===== config.mk =====
export PLATFORM = sky130hd
export DESIGN_NAME = jtag_tap_bsr
export DESIGN_NICKNAME = d
export VERILOG_FILES = /design/src/rtl/jtag_tap_bsr.sv
export SDC_FILE = /design/constraint.sdc
export NUM_CORES = 1
export LEC_CHECK = 0
export BUFFER_PORTS_ARGS = -buffer_cell sky130_fd_sc_hd__buf_2
export CAP_MARGIN = 10
export CORE_UTILIZATION = 55
export CTS_BUF_LIST = sky130_fd_sc_hd__clkbuf_4 sky130_fd_sc_hd__clkbuf_8 sky130_fd_sc_hd__clkbuf_16
export CTS_CLUSTER_SIZE = 12
export DETAILED_ROUTE_END_ITERATION = 10
export PLACE_DENSITY = 0.8
export REMOVE_ABC_BUFFERS = 1
export SETUP_SLACK_MARGIN = 0.5
export SYNTH_ARGS = -nofsm -noshare
export SYNTH_HDL_FRONTEND = slang
export SYNTH_SLANG_ARGS = --single-unit

===== constraint.sdc =====
create_clock -name TCK -period 6.6 [get_ports TCK]
set_input_delay 0.66 -clock TCK [delete_from_list [all_inputs] [get_ports TCK]]
set_output_delay 0.66 -clock TCK [all_outputs]
set_load 0.005 [all_outputs]

===== src/rtl/jtag_tap_bsr.sv =====
// rtl/jtag_tap_bsr.sv - JTAG TAP controller with IR, bypass, optional IDCODE and boundary-scan register
// Optional IDCODE_EN adds the 32-bit ID register and makes IDCODE the reset instruction.
module jtag_tap_bsr #(
    parameter int          IR_W       = 4,
    parameter int          BSR_LEN    = 51,
    parameter logic [31:0] IDCODE_VAL = 32'h1000_0ADD
) (
    input  logic               TCK,
    input  logic               TRST,
    input  logic               TMS,
    input  logic               TDI,
    output logic               TDO,
    output logic               TDO_en,
    input  logic [BSR_LEN-1:0] data_in,
    output logic [BSR_LEN-1:0] data_out,
    output logic [3:0]         tap_state,
    output logic [IR_W-1:0]    ir_out
);

    localparam logic [IR_W-1:0] IR_EXTEST  = '0;
    localparam logic [IR_W-1:0] IR_SAMPLE  = IR_W'(1);
    localparam logic [IR_W-1:0] IR_IDCODE  = IR_W'(2);
    localparam logic [IR_W-1:0] IR_BYPASS  = '1;
    localparam logic [IR_W-1:0] IR_CAPTURE = IR_W'(1);
`ifdef IDCODE_EN
    localparam logic [IR_W-1:0] IR_RESET   = IR_IDCODE;
`else
    localparam logic [IR_W-1:0] IR_RESET   = IR_BYPASS;
`endif

    typedef enum logic [3:0] {
        TLR     = 4'hF, RTI     = 4'hC, SEL_DR  = 4'h7, CAP_DR  = 4'h6,
        SH_DR   = 4'h2, EX1_DR  = 4'h1, PAU_DR  = 4'h3, EX2_DR  = 4'h0,
        UPD_DR  = 4'h5, SEL_IR  = 4'h4, CAP_IR  = 4'hE, SH_IR   = 4'hA,
        EX1_IR  = 4'h9, PAU_IR  = 4'hB, EX2_IR  = 4'h8, UPD_IR  = 4'hD
    } tap_state_t;

    tap_state_t         state, next_state;
    logic [IR_W-1:0]    ir_shift;
    logic [BSR_LEN-1:0] bsr_shift, bsr_upd;
    logic               bypass_reg;
    logic               is_extest, sel_bsr, sel_id, id_bit, dr_tdo;

    always_ff @(posedge TCK or posedge TRST) begin
        if (TRST) state <= TLR;
        else      state <= next_state;
    end

    always_comb begin
        next_state = state;
        case (state)
            TLR:     next_state = TMS ? TLR    : RTI;
            RTI:     next_state = TMS ? SEL_DR : RTI;
            SEL_DR:  next_state = TMS ? SEL_IR : CAP_DR;
            CAP_DR:  next_state = TMS ? EX1_DR : SH_DR;
            SH_DR:   next_state = TMS ? EX1_DR : SH_DR;
            EX1_DR:  next_state = TMS ? UPD_DR : PAU_DR;
            PAU_DR:  next_state = TMS ? EX2_DR : PAU_DR;
            EX2_DR:  next_state = TMS ? UPD_DR : SH_DR;
            UPD_DR:  next_state = TMS ? SEL_DR : RTI;
            SEL_IR:  next_state = TMS ? TLR    : CAP_IR;
            CAP_IR:  next_state = TMS ? EX1_IR : SH_IR;
            SH_IR:   next_state = TMS ? EX1_IR : SH_IR;
            EX1_IR:  next_state = TMS ? UPD_IR : PAU_IR;
            PAU_IR:  next_state = TMS ? EX2_IR : PAU_IR;
            EX2_IR:  next_state = TMS ? UPD_IR : SH_IR;
            UPD_IR:  next_state = TMS ? SEL_DR : RTI;
            default: next_state = TLR;
        endcase
    end

    assign is_extest = (ir_out == IR_EXTEST);
    assign sel_bsr   = is_extest || (ir_out == IR_SAMPLE);

    // Any entry into TLR restores the reset instruction, not only TRST.
    always_ff @(posedge TCK or posedge TRST) begin
        if (TRST) begin
            ir_shift <= '0;
            ir_out   <= IR_RESET;
        end else begin
            case (state)
                CAP_IR:  ir_shift <= IR_CAPTURE;
                SH_IR:   ir_shift <= {TDI, ir_shift[IR_W-1:1]};
                default: ;
            endcase
            if (next_state == TLR)    ir_out <= IR_RESET;
            else if (state == UPD_IR) ir_out <= ir_shift;
        end
    end

`ifdef IDCODE_EN
    logic [31:0] id_reg;
    assign sel_id = (ir_out == IR_IDCODE);
    assign id_bit = id_reg[0];

    always_ff @(posedge TCK or posedge TRST) begin
        if (TRST) id_reg <= '0;
        else if (state == CAP_DR) id_reg <= IDCODE_VAL;
        else if (state == SH_DR && sel_id) id_reg <= {TDI, id_reg[31:1]};
    end
`else
    assign sel_id = 1'b0;
    assign id_bit = 1'b0;
`endif

    always_ff @(posedge TCK or posedge TRST) begin
        if (TRST) begin
            bsr_shift  <= '0;
            bsr_upd    <= '0;
            bypass_reg <= 1'b0;
        end else begin
            case (state)
                CAP_DR: begin
                    bsr_shift  <= data_in;
                    bypass_reg <= 1'b0;
                end
                SH_DR: begin
                    if (sel_bsr) bsr_shift <= {TDI, bsr_shift[BSR_LEN-1:1]};
                    if (!sel_bsr && !sel_id) bypass_reg <= TDI;
                end
                UPD_DR: if (sel_bsr) bsr_upd <= bsr_shift;
                default: ;
            endcase
        end
    end

    assign dr_tdo = sel_bsr ? bsr_shift[0] : (sel_id ? id_bit : bypass_reg);

    // Falling-edge launch gives the receiving device a half cycle of setup.
    always_ff @(negedge TCK or posedge TRST) begin
        if (TRST) begin
            TDO    <= 1'b0;
            TDO_en <= 1'b0;
        end else begin
            case (state)
                SH_DR: begin
                    TDO    <= dr_tdo;
                    TDO_en <= 1'b1;
                end
                SH_IR: begin
                    TDO    <= ir_shift[0];
                    TDO_en <= 1'b1;
                end
                default: begin
                    TDO    <= 1'b0;
                    TDO_en <= 1'b0;
                end
            endcase
        end
    end

    assign data_out  = is_extest ? bsr_upd : data_in;
    assign tap_state = state;

endmodule


Yosys cells after proc, flatten, opt, wreduce, memory -nomap -nowiden --
Cells that the tools add are included. W data, S select, Z words.
Operators by class: shifts and indexed selects 0, multiplexer cells 24, add/subtract/negate cells 0, order comparisons 0, multiply operators 0, equal/unequal tests 19, reduce and logical (&&, ||, !) cells 13, div/mod/pow operators 0, bitwise logic cells 0
Operator list (count):
- $mux W51 | 2
- $pmux W51 S2 | 1
- $pmux W4 S12 | 1
- $eq A4 B4 Y1 const B | 9
- $eq A4 B3 Y1 const B | 4
- $mux W2 | 6
- $mux W3 | 4
- $mux W4 | 3
- $eq A4 B1 Y1 const B | 2
- $eq A4 B2 Y1 const B | 2
- $logic_not A4 Y1 | 2
- $pmux W4 S2 | 1
- $reduce_and A2 Y1 | 3
- $reduce_bool A2 Y1 | 3
- $reduce_or A2 Y1 | 3
- $mux W1 | 4
- $ne A2 B2 Y1 const B | 2
- $pmux W1 S2 | 2
- $reduce_or A3 Y1 | 1
- $logic_or A1 B1 Y1 | 1
Storage, ports and cells: memories 0, memory bits (writable) 0, output and inout port bits 61, ROM bits 0, word-level logic and storage cells 64, input bits 55, flip-flop bits (word level) 117, bits in latches 0

Depth between registers and ports, before layout --
Gate-level depths: netlist of the first run.
word-level depth 5, depth in mapped cells 6, gate-level depth less buffers 3

==> run summary, run 1 <==
The run gives 413 as the number of instances in the synthesized netlist. In the final layout, the registers with the most flip-flops are bsr_shift (51), bsr_upd (51). The worst setup slack for register-to-register paths was 1.93 ns.

In the routed layout, each cell is associated on average with a via count of 5.832. The warning count from the yosys run was 0. The total overflow left after global routing is 0. STA classifies the critical path endpoint as an output pin. The maximum fanout along the worst path was 1.

The first routing iteration left 242 violations. The die covers 10460 um^2. The cell area that synthesis handed to floorplanning was 5533 um^2. Traced cell by cell, the critical path runs through buf_2.

From synthesis to final layout, the design area changed by 22.16%. At the end of routability-driven placement, the weighted congestion stood at 0.8800. Clock latency on the worst-skew pair, taken at its later pin, is 0.51 ns. The via count of the first global-routing pass was 3887. The length of the first detailed-routing pass in iterations was 5; the clock skew after layout was 0.06762 ns.

At the pin with the least slew margin, the transition time is 0.9280 ns. The nature of the critical path startpoint was a flop. Number of max-cap violations: 0.

For the routed wire length, the log shows 12.49 mm. The logs give 0 for the hold buffer count at CTS and 576 for the final-stage net count. The largest individual stage delay along the critical path comes from the cell dfrtn_1. The core box area was 9774 um^2. The number of buffers and inverters on the critical path is 1. In the routed design, unresolved DRC markers number 0. The first global-routing pass estimated 19.80 mm of wire. Part of the Yosys area used for sequential elements: 53.10%. The tools report the capturing point of the worst reg2reg path as TDO$_DFF_NP0_.

The tools report the beginning of the worst register-to-register path as ir_out[1]$_DFFE_PP1P_. For the worst max-slew margin expressed relative to the limit, the log shows 38.13%. Synthesis instantiated 42 different standard cells from the library. Setup violations remaining at the end of the flow were counted as 0.

The tools report the post-route antenna net violation count as 0. The count of state elements after synthesis works out to 117. The final hold violation count was 0. Counting the buffers created by CTS gives 17. The completed layout was analyzed and its total power is 0.002771 W.

During I/O placement, the number of pins put on the boundary was 116. Cell depth of the worst flop-to-flop path: 3. Clock-pin slew was measured on the worst setup and hold paths at 0.06 ns. The total count of max-transition violations in the final report is 0.

Summed over all cells, the static leakage comes to 3.066 nW. Grouping stages by cell kind, the critical path spends the most delay in flip-flops. The routed layout has 3890 vias. The die extent in y is 102.3 um.

The run finished with clean final reports. From left edge to right edge, the die measures 102.3 um. Setup repair after global routing left no endpoint under its margin. In this run the core area contains 36 standard-cell rows. The endpoint required time on the critical path was 5.94 ns.

The worst hold path belongs to the class in2async. The largest vdd supply drop was 270.4 uV. The placed wire-length estimate came out at 7.677 mm. Dividing the detail-routed wire length by the instance count gives 18.73 um. The pin count of the biggest net entering global routing was 70; the number of buffers added on ports was 115.

Power density over the cells: 410.0 nW/um^2. The total inserted antenna cells is 0, and the endpoint arrival time on the critical path is 4.22 ns. The post-CTS repair timing setup buffer count was 0; the initial antenna violation count was 0. The type of the worst setup path is reg2out.

The mean post-synth cell area came out at 13.40 um^2. The fraction of final layout cells sized beyond drive strength 1 came out at 62.17%. Commonest non-fill, non-tap cell in the layout: buf_2. The run gives 117 as the count of clock tree sinks. CTS placed an instance of clkbuf_8 at the clock tree root.

Once the clock tree was built, the resizer swapped 0 gates to a different size. The run gives 25.11% as the total global-route track usage. The largest single stage delay on the critical path is 0.38 ns. TritonCTS built the clock tree. No sink is reached through more buffers than the 2 on the longest clock path. The layout has 717 filler cells. The library cells used most frequently in the layout, excluding fill and tap cells, are buf_2 (115), dfrtp_1 (107), mux2_2 (100).

For this configuration, the core starts out at a cell density of 56.61%. The logs give 69.15% for the core utilization of the finished layout and 4 for the CTS H-tree depth.
## how the worst max path moves through the flow
stage | startpoint | endpoint | slack (ns) | cells after the start
global route | TDO_en$_DFF_NP0_ | TDO_en | 1.68 | 1
global placement | ir_out[1]$_DFFE_PP1P_ | TDO$_DFF_NP0_ | 2.04 | 3
CTS | TDO$_DFF_NP0_ | TDO | 1.70 | 1
floorplan | TRST | TDO$_DFF_NP0_ | -0.31 | 1
detailed placement | ir_out[1]$_DFFE_PP1P_ | TDO$_DFF_NP0_ | 1.99 | 3
finish | TDO$_DFF_NP0_ | TDO | 1.72 | 1
## metal layers
layer  share of wire [%]  vias up  global-route usage [%]
met4                 1.3        0                   8.791
met2                  49      113                   40.32
met3                 4.3       21                   5.404
li1                    -     1776                       -
met5                   0        -                       0
met1                  45     1980                   33.89
## metrics by stage
step	setup TNS (ns)	instance area [um^2]	cells	setup slack (ns)	hold slack [ns]
2_1_floorplan	-0.6188	5355	380	-0.3094	0.4710
3_3_place_gp	0	6162	635	2.040	0.4814
3_5_place_dp	0	6162	635	1.985	0.4875
4_1_cts	0	6759	667	1.701	0.2477
5_1_grt	0	6759	667	1.677	0.2711
6_report	0	6759	667	1.715	0.2357
## cell usage after synthesis
cell | instances | area (um^2)
a2111oi_0 | 1 | 8.760
a211o_1 | 1 | 8.760
a211oi_1 | 1 | 7.510
a21oi_1 | 4 | 20.02
and3_1 | 1 | 6.260
buf_2 | 7 | 35.03
buf_4 | 2 | 15.01
buf_6 | 5 | 56.30
clkbuf_1 | 19 | 71.32
dfrtn_1 | 2 | 50.05
dfrtp_1 | 107 | 2678
dfstp_2 | 8 | 210.2
inv_1 | 4 | 15.01
mux2_1 | 3 | 33.78
mux2_2 | 100 | 1126
mux2i_1 | 3 | 30.03
nand2_1 | 13 | 48.80
nand2b_1 | 4 | 25.02
nand3_1 | 1 | 5.000
nand3b_1 | 1 | 7.510
nand4b_1 | 2 | 17.52
nand4bb_1 | 1 | 11.26
nor2_1 | 1 | 3.750
nor2_2 | 1 | 6.260
nor2b_1 | 1 | 6.260
nor3_1 | 2 | 10.01
nor3_2 | 1 | 10.01
nor4b_1 | 1 | 8.760
o211ai_1 | 3 | 22.52
o21a_1 | 15 | 112.6
o21ai_0 | 4 | 20.02
o21ai_4 | 1 | 16.27
o221a_2 | 36 | 405.4
o22ai_1 | 1 | 6.260
o31a_1 | 1 | 8.760
o31ai_1 | 2 | 15.01
o32a_1 | 15 | 150.1
or2_0 | 6 | 37.54
or2_2 | 29 | 181.4
or3_1 | 1 | 6.260
or3b_2 | 1 | 8.760
or4b_1 | 1 | 10.01
## cells by family after synthesis
family / synth area share [%]
compound gates: 14.50
buf+inv: 3.482
flops: 53.10
mux: 21.51
simple gates: 7.418
## area by class of cell
cell class              count  area [um^2]  share of cell area [%]
clock inverters            15        182.7                   2.703
repair buffers            122        628.1                   9.293
multi-input cells         259         2412                   35.69
well taps                 133        166.4                   2.462
clock buffers              17        414.1                   6.127
inverters                   4        17.52                  0.2592
flip-flops and latches    117         2938                   43.47
## where the power goes
group	internal, W	switching [W]	total [W]
Clock	0.000577	0.000337	0.000913
Combinational	0.000376	0.000276	0.000652
Sequential	0.000980	0.000226	0.00121
Total	0.00193	0.000839	0.00277
Power figures use the tool's default switching activity.
==> run 2: changes to the inputs <==
- clock period: 6.6 -> 5.1 ns (I/O delays scaled with it)
==> run 2 against run 1 <==
Effect of this change: worst hold slack better by 0.067 ns; register-to-register slack worse by 0.73 ns; via count grew 0.13%; clock power grew 35%; critical path type unchanged; cell count up 0.30%; wire length down 0.54%; non-clock buffer count is 2 higher; die area unchanged; final area increased by 0.56%; critical path depth increased by 4; total power increased by 31%.
==> run summary, run 2 (synthesis results as in run 1) <==
The startpoint of the most critical setup path is ir_out[1]$_DFFE_PP1P_. The worst min-delay path category is in2reg. The initial core utilization is 56.61% (unchanged). In this run the critical register-to-register path is captured at TDO$_DFF_NP0_.

The nature of the critical path startpoint was a flop. The pre-CTS setup slack came out at 1.270 ns (-0.7153 ns). The smallest clock period supported by the final layout is computed as 4.071 ns. The horizontal extent of the die is 102.3 um (unchanged). The run gives 5 (unchanged) as the length of the first detailed-routing pass in iterations. In the final layout, the registers with the most flip-flops are bsr_shift (51), bsr_upd (51). The type of element capturing the critical path is an output pin.

The die extent in y works out to 102.3 um (unchanged). The overall power after layout is 0.003636 W (+31%), and the number of setup violations in the final report is 0 (unchanged). The clock network latency to the later pin of the worst-skew pair is 0.52 ns (about the same), and the CTS H-tree depth is 4 (unchanged). For the largest vdd supply drop, the log shows 307.4 uV (+14%). The logs give 0 (unchanged) for the post-CTS repair timing setup buffer count and 0 (unchanged) for the post-route antenna net violation count. The run gives 578 (+0.35%) as the final-stage net count. The run gives 0 (unchanged) as the total overflow reported by the global router. The iteration-0 DRC count of the detailed router was 155 (-36%); the count of clock tree sinks was 117 (unchanged). The count of unresolved DRC violations after routing is 0 (unchanged), and the number of placement rows is 36 (unchanged). In the layout the commonest cells are buf_2 (115), dfrtp_1 (107), mux2_2 (100). The total global-route track usage was 25.66% (+0.55 points). The startpoint identified for the worst hold timing path is data_in[50].

The via-per-instance ratio is 5.822 (-0.17%), and the final hold violation count is 0 (unchanged). For the worst setup slack for register-to-register paths, the log shows 1.20 ns (-0.73 ns). For the die footprint, the log shows 10460 um^2 (unchanged).

The library cell used most frequently in the layout, excluding fill and tap cells, is buf_2. The run gives 61 (-13%) as the pin count of the biggest net entering global routing. The number of stages on the worst hold path is 2.

The run finished with clean final reports. The endpoint required time on the critical path came out at 4.59 ns (-1.35 ns). The logs give 3895 (+0.13%) for the routed via count and 0.06947 ns (+0.001857 ns) for the clock skew after layout. Total inserted antenna cells: 0 (unchanged).

The post-layout instance count excluding filler cells was 669 (+0.30%); the area occupied by multi-input gates was 2412 um^2 (unchanged). The average detailed-routed wire length per instance came out at 18.57 um (-0.83%). The fraction of final layout cells sized beyond drive strength 1 was 62.31% (+0.14 points). TritonCTS built the clock tree. The number of buffers added on ports is 115 (unchanged).

The number of filler instances in the final layout is 697 (-2.8%), and the leakage dissipation is 3.102 nW (+1.2%). The critical path's slowest cell is nor2_4. Cell depth of the worst flop-to-flop path: 3 (unchanged). The tools report the beginning of the worst register-to-register path as ir_out[1]$_DFFE_PP1P_.

The worst max-slew margin expressed relative to the limit was 30.25% (-7.9 points). Walking the worst path, the cells encountered are or3_1 -> nor2_4 -> buf_4 -> mux2_2 -> buf_2. The family with the most delay on the worst path is simple AND/OR/NAND/NOR gates. The logs give 116 (unchanged) for the count of pins on the block boundary and 6797 um^2 (+0.56%) for the area of all placed cells without fillers. The deepest clock path buffer count was 2 (unchanged). The initial antenna violation count came out at 0 (unchanged). For the global placer's final weighted congestion, the log shows 0.8920 (+1.4%). Setup repair after global routing left no endpoint under its margin. The run gives 3.56 ns (-0.66 ns) as the endpoint arrival time on the critical path. For the core box area, the log shows 9774 um^2 (unchanged).

The worst slack on hold paths was 0.3026 ns (+0.06693 ns); the maximum frequency from static timing analysis was 0.2456 GHz. Register clock-pin slew on the reported worst setup and hold paths: 0.06 ns (about the same). The transition time of the tightest slew-check pin was 1.044 ns (+0.1158 ns); the total cell area at the placement stage was 6170 um^2 (+0.12%). From synthesis to final layout, the design area changed by 22.84%. The cell sitting at the root of the clock tree is a clkbuf_8. First-pass GRT wire length: 20.07 mm (+1.4%). The number of buffers and inverters on the critical path came out at 2 (+1). For the number of max-cap violations, the log shows 0 (unchanged). The type of the worst setup path was reg2out. The tools report the placed wire-length estimate as 7.884 mm (+2.7%).

The maximum fanout along the worst path was 34 (+33); the power density over the cells was 535.0 nW/um^2 (+30%). The total count of max-transition violations in the final report was 0 (unchanged); the portion of the clock cycle consumed by the worst path in the final layout was 79.82%. The largest incremental delay on the critical path works out to 0.96 ns (+0.58 ns).

The worst setup margin is 1.029 ns (-0.6865 ns). For the via count of the first global-routing pass, the log shows 3953 (+1.7%). The routed wire length is 12.42 mm (-0.54%).

The number of placed instances, taps included is 636 (+0.16%). For the total area of sequential cells, the log shows 2938 um^2 (unchanged). Endpoint of the worst hold path: bsr_shift[50]$_DFFE_PP0P_.

CTS buffer count: 17 (unchanged).
==> run 2: how the worst max path moves through the flow <==
stage / slack, ns / depth (start not counted) / endpoint
5_1_grt: 0.88 / 5 / data_out[34]
3_3_place_gp: 1.34 / 3 / TDO$_DFF_NP0_
4_1_cts: 1.02 / 5 / data_out[4]
3_5_place_dp: 1.27 / 3 / TDO$_DFF_NP0_
2_1_floorplan: -0.91 / 1 / TDO$_DFF_NP0_
6_report: 1.03 / 5 / data_out[3]
==> run 2: where the power goes <==
group	internal [W]	total [W]	switching, W
clock network	0.000830	0.00123	0.000403
registers	0.00127	0.00156	0.000290
logic	0.000488	0.000843	0.000356
==> run 2: area by class of cell <==
class	count	share of cell area, %
clock buffer	22	6.830
clock inverter	10	2.246
inverter	4	0.2577
multi-input combinational	259	35.49
sequential	117	43.23
tap	133	2.448
timing repair buffer	124	9.499
==> run 2: metal layers <==
layer  track usage (%)  up-vias  part of all wire, %  wire length [um]
li1                  -     1782                    -                 -
met1             34.47     1989                   46              5745
met2             41.46      107                   48              6005
met3             5.335       17                  4.0               501
met4             9.231        0                  1.4               172
met5                 0        -                    0                 0
==> run 2: per-stage QoR <==
step / TNS, ns / util, %
final: 0 / 69.53
after detailed placement: 0 / 63.12
after floorplan: -1.819 / -
after global placement: 0 / 63.12
after CTS: 0 / 69.53
after global routing: 0 / 69.53
==> run 2: worst register-to-register path, cell delays in order, from the launching register on <==
cell and delay [ns]:
dfstp_2 0.39, nor3_2 0.33, a211oi_1 0.13, a2111oi_0 0.39
==> run 2: timing repair <==
item,4_1_cts,5_1_grt
gates resized for setup,0,0
hold buffers,1,0
endpoints found under the hold margin,14,0
==> run 3: changes to the inputs <==
- clock period: 5.1 -> 3.9 ns (I/O delays scaled with it)
==> run 3 against run 2 <==
Effect of this change: combinational power up 33%; count of clock-buffer cells in the layout up 2; register-to-register slack worse by 0.59 ns; highest routed layer unchanged; sequential cell count unchanged; worst setup slack worse by 0.42 ns; largest power group unchanged.
==> run summary, run 3 (synthesis results as in run 1) <==
The flow ran to the end, and the final reports show no timing, DRC or antenna violations. For the routed wire length, the log shows 12.36 mm (-0.50%). The worst setup path is launched from a flop. The average detailed-routed wire length per instance is 18.42 um (-0.80%). The tools report the initial core utilization as 56.61% (unchanged).

The worst setup path is of the reg2reg kind. The via count of the first global-routing pass is 3703 (-6.3%), and the CTS buffer count is 17 (unchanged). The beginning of the worst register-to-register path is tap_state[1]$_DFF_PP1_.

The clock skew after layout is 0.07349 ns (+0.004011 ns). The most critical setup path has its endpoint at TDO$_DFF_NP0_. The run gives 0 (unchanged) as the post-route antenna net violation count. Walking the worst path, the cells encountered are nand2b_1 -> a2111oi_1. The capturing point of the worst reg2reg path is TDO$_DFF_NP0_. The die footprint was 10460 um^2 (unchanged).

The core box area was 9774 um^2 (unchanged). The worst setup path is captured at a flop. The register clock-pin slew on the reported worst setup and hold paths came out at 0.05 ns (about the same). The run gives 0 (unchanged) as the number of setup violations in the final report.

The aggregate negative setup slack came out at 0 ns (unchanged). TritonCTS built the clock tree. The count of unresolved DRC violations after routing is 0 (unchanged). Critical path's slowest cell: dfstp_2.

The endpoint arrival time on the critical path is 1.74 ns (-1.82 ns), and the placed wire-length estimate is 7.734 mm (-1.9%). The overall power after layout is 0.004763 W (+31%), and the global placer's final weighted congestion is 0.8487 (-4.9%). The worst min-delay path category is in2reg. The via-per-instance ratio was 5.778 (-0.76%); the number of stages on the worst setup path was 2 (-3).

The tools report the total global-route track usage as 25.02% (-0.64 points). The number of placement rows was 36 (unchanged). The run gives 0.52 ns (about the same) as the clock network latency to the later pin of the worst-skew pair.

The initial antenna violation count was 0 (unchanged). The post-layout instance count excluding filler cells was 671 (+0.30%); the worst max-slew margin expressed relative to the limit was 38.66% (+8.4 points). The final-stage net count was 580 (+0.35%); the post-CTS repair timing setup buffer count was 0 (unchanged). The endpoint required time on the critical path was 2.35 ns (-2.24 ns); the number of buffers and inverters on the critical path was 0 (-2).

Synthesis-to-finish area growth: 23.50%. The fraction of final layout cells sized beyond drive strength 1 was 62.45% (+0.14 points). The top cell types in the final layout, fill and taps aside, are buf_2 (115), dfrtp_1 (107), mux2_2 (100).

The count of pins on the block boundary came out at 116 (unchanged). Horizontal extent of the die: 102.3 um (unchanged). On the critical path the largest part of the delay comes from flip-flops. The tools report the number of max-cap violations as 0 (unchanged).

The die extent in y was 102.3 um (unchanged); the total overflow reported by the global router was 0 (unchanged). The run gives 57 (-6.6%) as the pin count of the biggest net entering global routing. In the final layout, the registers with the most flip-flops are bsr_shift (51), bsr_upd (51). The leakage dissipation is 3.112 nW (+0.32%). Largest vdd supply drop: 426.5 uV (+39%). In this run the clock root is driven by a clkbuf_8. The logs give 177 (+14%) for the iteration-0 DRC count of the detailed router and 19.38 mm (-3.4%) for the first-pass GRT wire length. The total inserted antenna cells was 0 (unchanged). Setup repair after global routing left no endpoint under its margin. The deepest clock path buffer count was 2 (unchanged).

Number of buffers added on ports: 115 (unchanged). The transition time of the tightest slew-check pin is 0.9167 ns (-0.1271 ns). The logs give 0 (unchanged) for the final hold violation count and 0.61 ns (-0.59 ns) for the worst setup slack for register-to-register paths. The commonest non-fill, non-tap cell in the layout was buf_2. The maximum fanout along the worst path works out to 15 (-56%).

The count of clock tree sinks was 117 (unchanged); the number of placed instances, taps included was 638 (+0.31%). The critical path starts at tap_state[1]$_DFF_PP1_. The total count of max-transition violations in the final report is 0 (unchanged). The cell depth of the worst flop-to-flop path is 2 (-1), and the routed via count is 3877 (-0.46%). The length of the first detailed-routing pass in iterations came out at 5 (unchanged). The CTS H-tree depth was 4 (unchanged); the power density over the cells was 697.0 nW/um^2 (+30%).

The largest incremental delay on the critical path was 0.66 ns (-0.30 ns).
-- run 3: final cells by class --
cell class,instances,area [um^2]
Tap cell,133,166.4
Fill cell,741,2942
Clock inverter,8,120.1
Multi-Input combinational cell,259,2420
Timing Repair Buffer,126,673.1
Clock buffer,24,498.0
Sequential cell,117,2938
Inverter,4,17.52
-- run 3: where the power goes --
group	switching (W)	internal, W
clock	0.000524	0.00107
sequential	0.000389	0.00166
combinational	0.000472	0.000649
total	0.00139	0.00338
-- run 3: layer usage --
metal | part of all wire (%) | GRT usage, % | vias up | wire, um
met5 | 0 | 0 | - | 0
met4 | 1.0 | 8.022 | 0 | 125
met3 | 5.2 | 6.430 | 18 | 643
met2 | 48 | 37.84 | 124 | 5923
met1 | 46 | 35.43 | 1954 | 5670
li1 | - | - | 1781 | -
-- run 3: stage by stage --
step / setup slack (ns) / area, um^2 / hold WS, ns / util (%)
6_report: 0.6103 / 6833 / 0.1718 / 69.91
5_1_grt: 0.5068 / 6833 / 0.1579 / 69.91
4_1_cts: 0.5234 / 6825 / 0.1574 / 69.83
3_5_place_dp: 0.5995 / 6197 / 0.3146 / 63.40
3_3_place_gp: 0.7072 / 6197 / 0.3127 / 63.40
2_1_floorplan: -1.389 / 5355 / 0.4710 / -
-- run 3: how the worst min path moves through the flow --
stage	start	to	slack, ns	depth (start not counted)
finish	data_in[50]	bsr_shift[50]$_DFFE_PP0P_	0.17	2
global route	data_in[50]	bsr_shift[50]$_DFFE_PP0P_	0.16	2
CTS	data_in[50]	bsr_shift[50]$_DFFE_PP0P_	0.16	2
detailed placement	TRST	bsr_upd[47]$_DFFE_PP0P_	0.31	2
global placement	TRST	bsr_upd[47]$_DFFE_PP0P_	0.31	2
floorplan	ir_shift[3]$_DFFE_PP0N_	ir_shift[3]$_DFFE_PP0N_	0.47	2
-- run 3: timing repair --
action | 4_1_cts | 5_1_grt
hold endpoints to repair | 8 | 0
hold buffers | 1 | 0
resized for setup | 0 | 2
setup endpoints to repair | 0 | 1
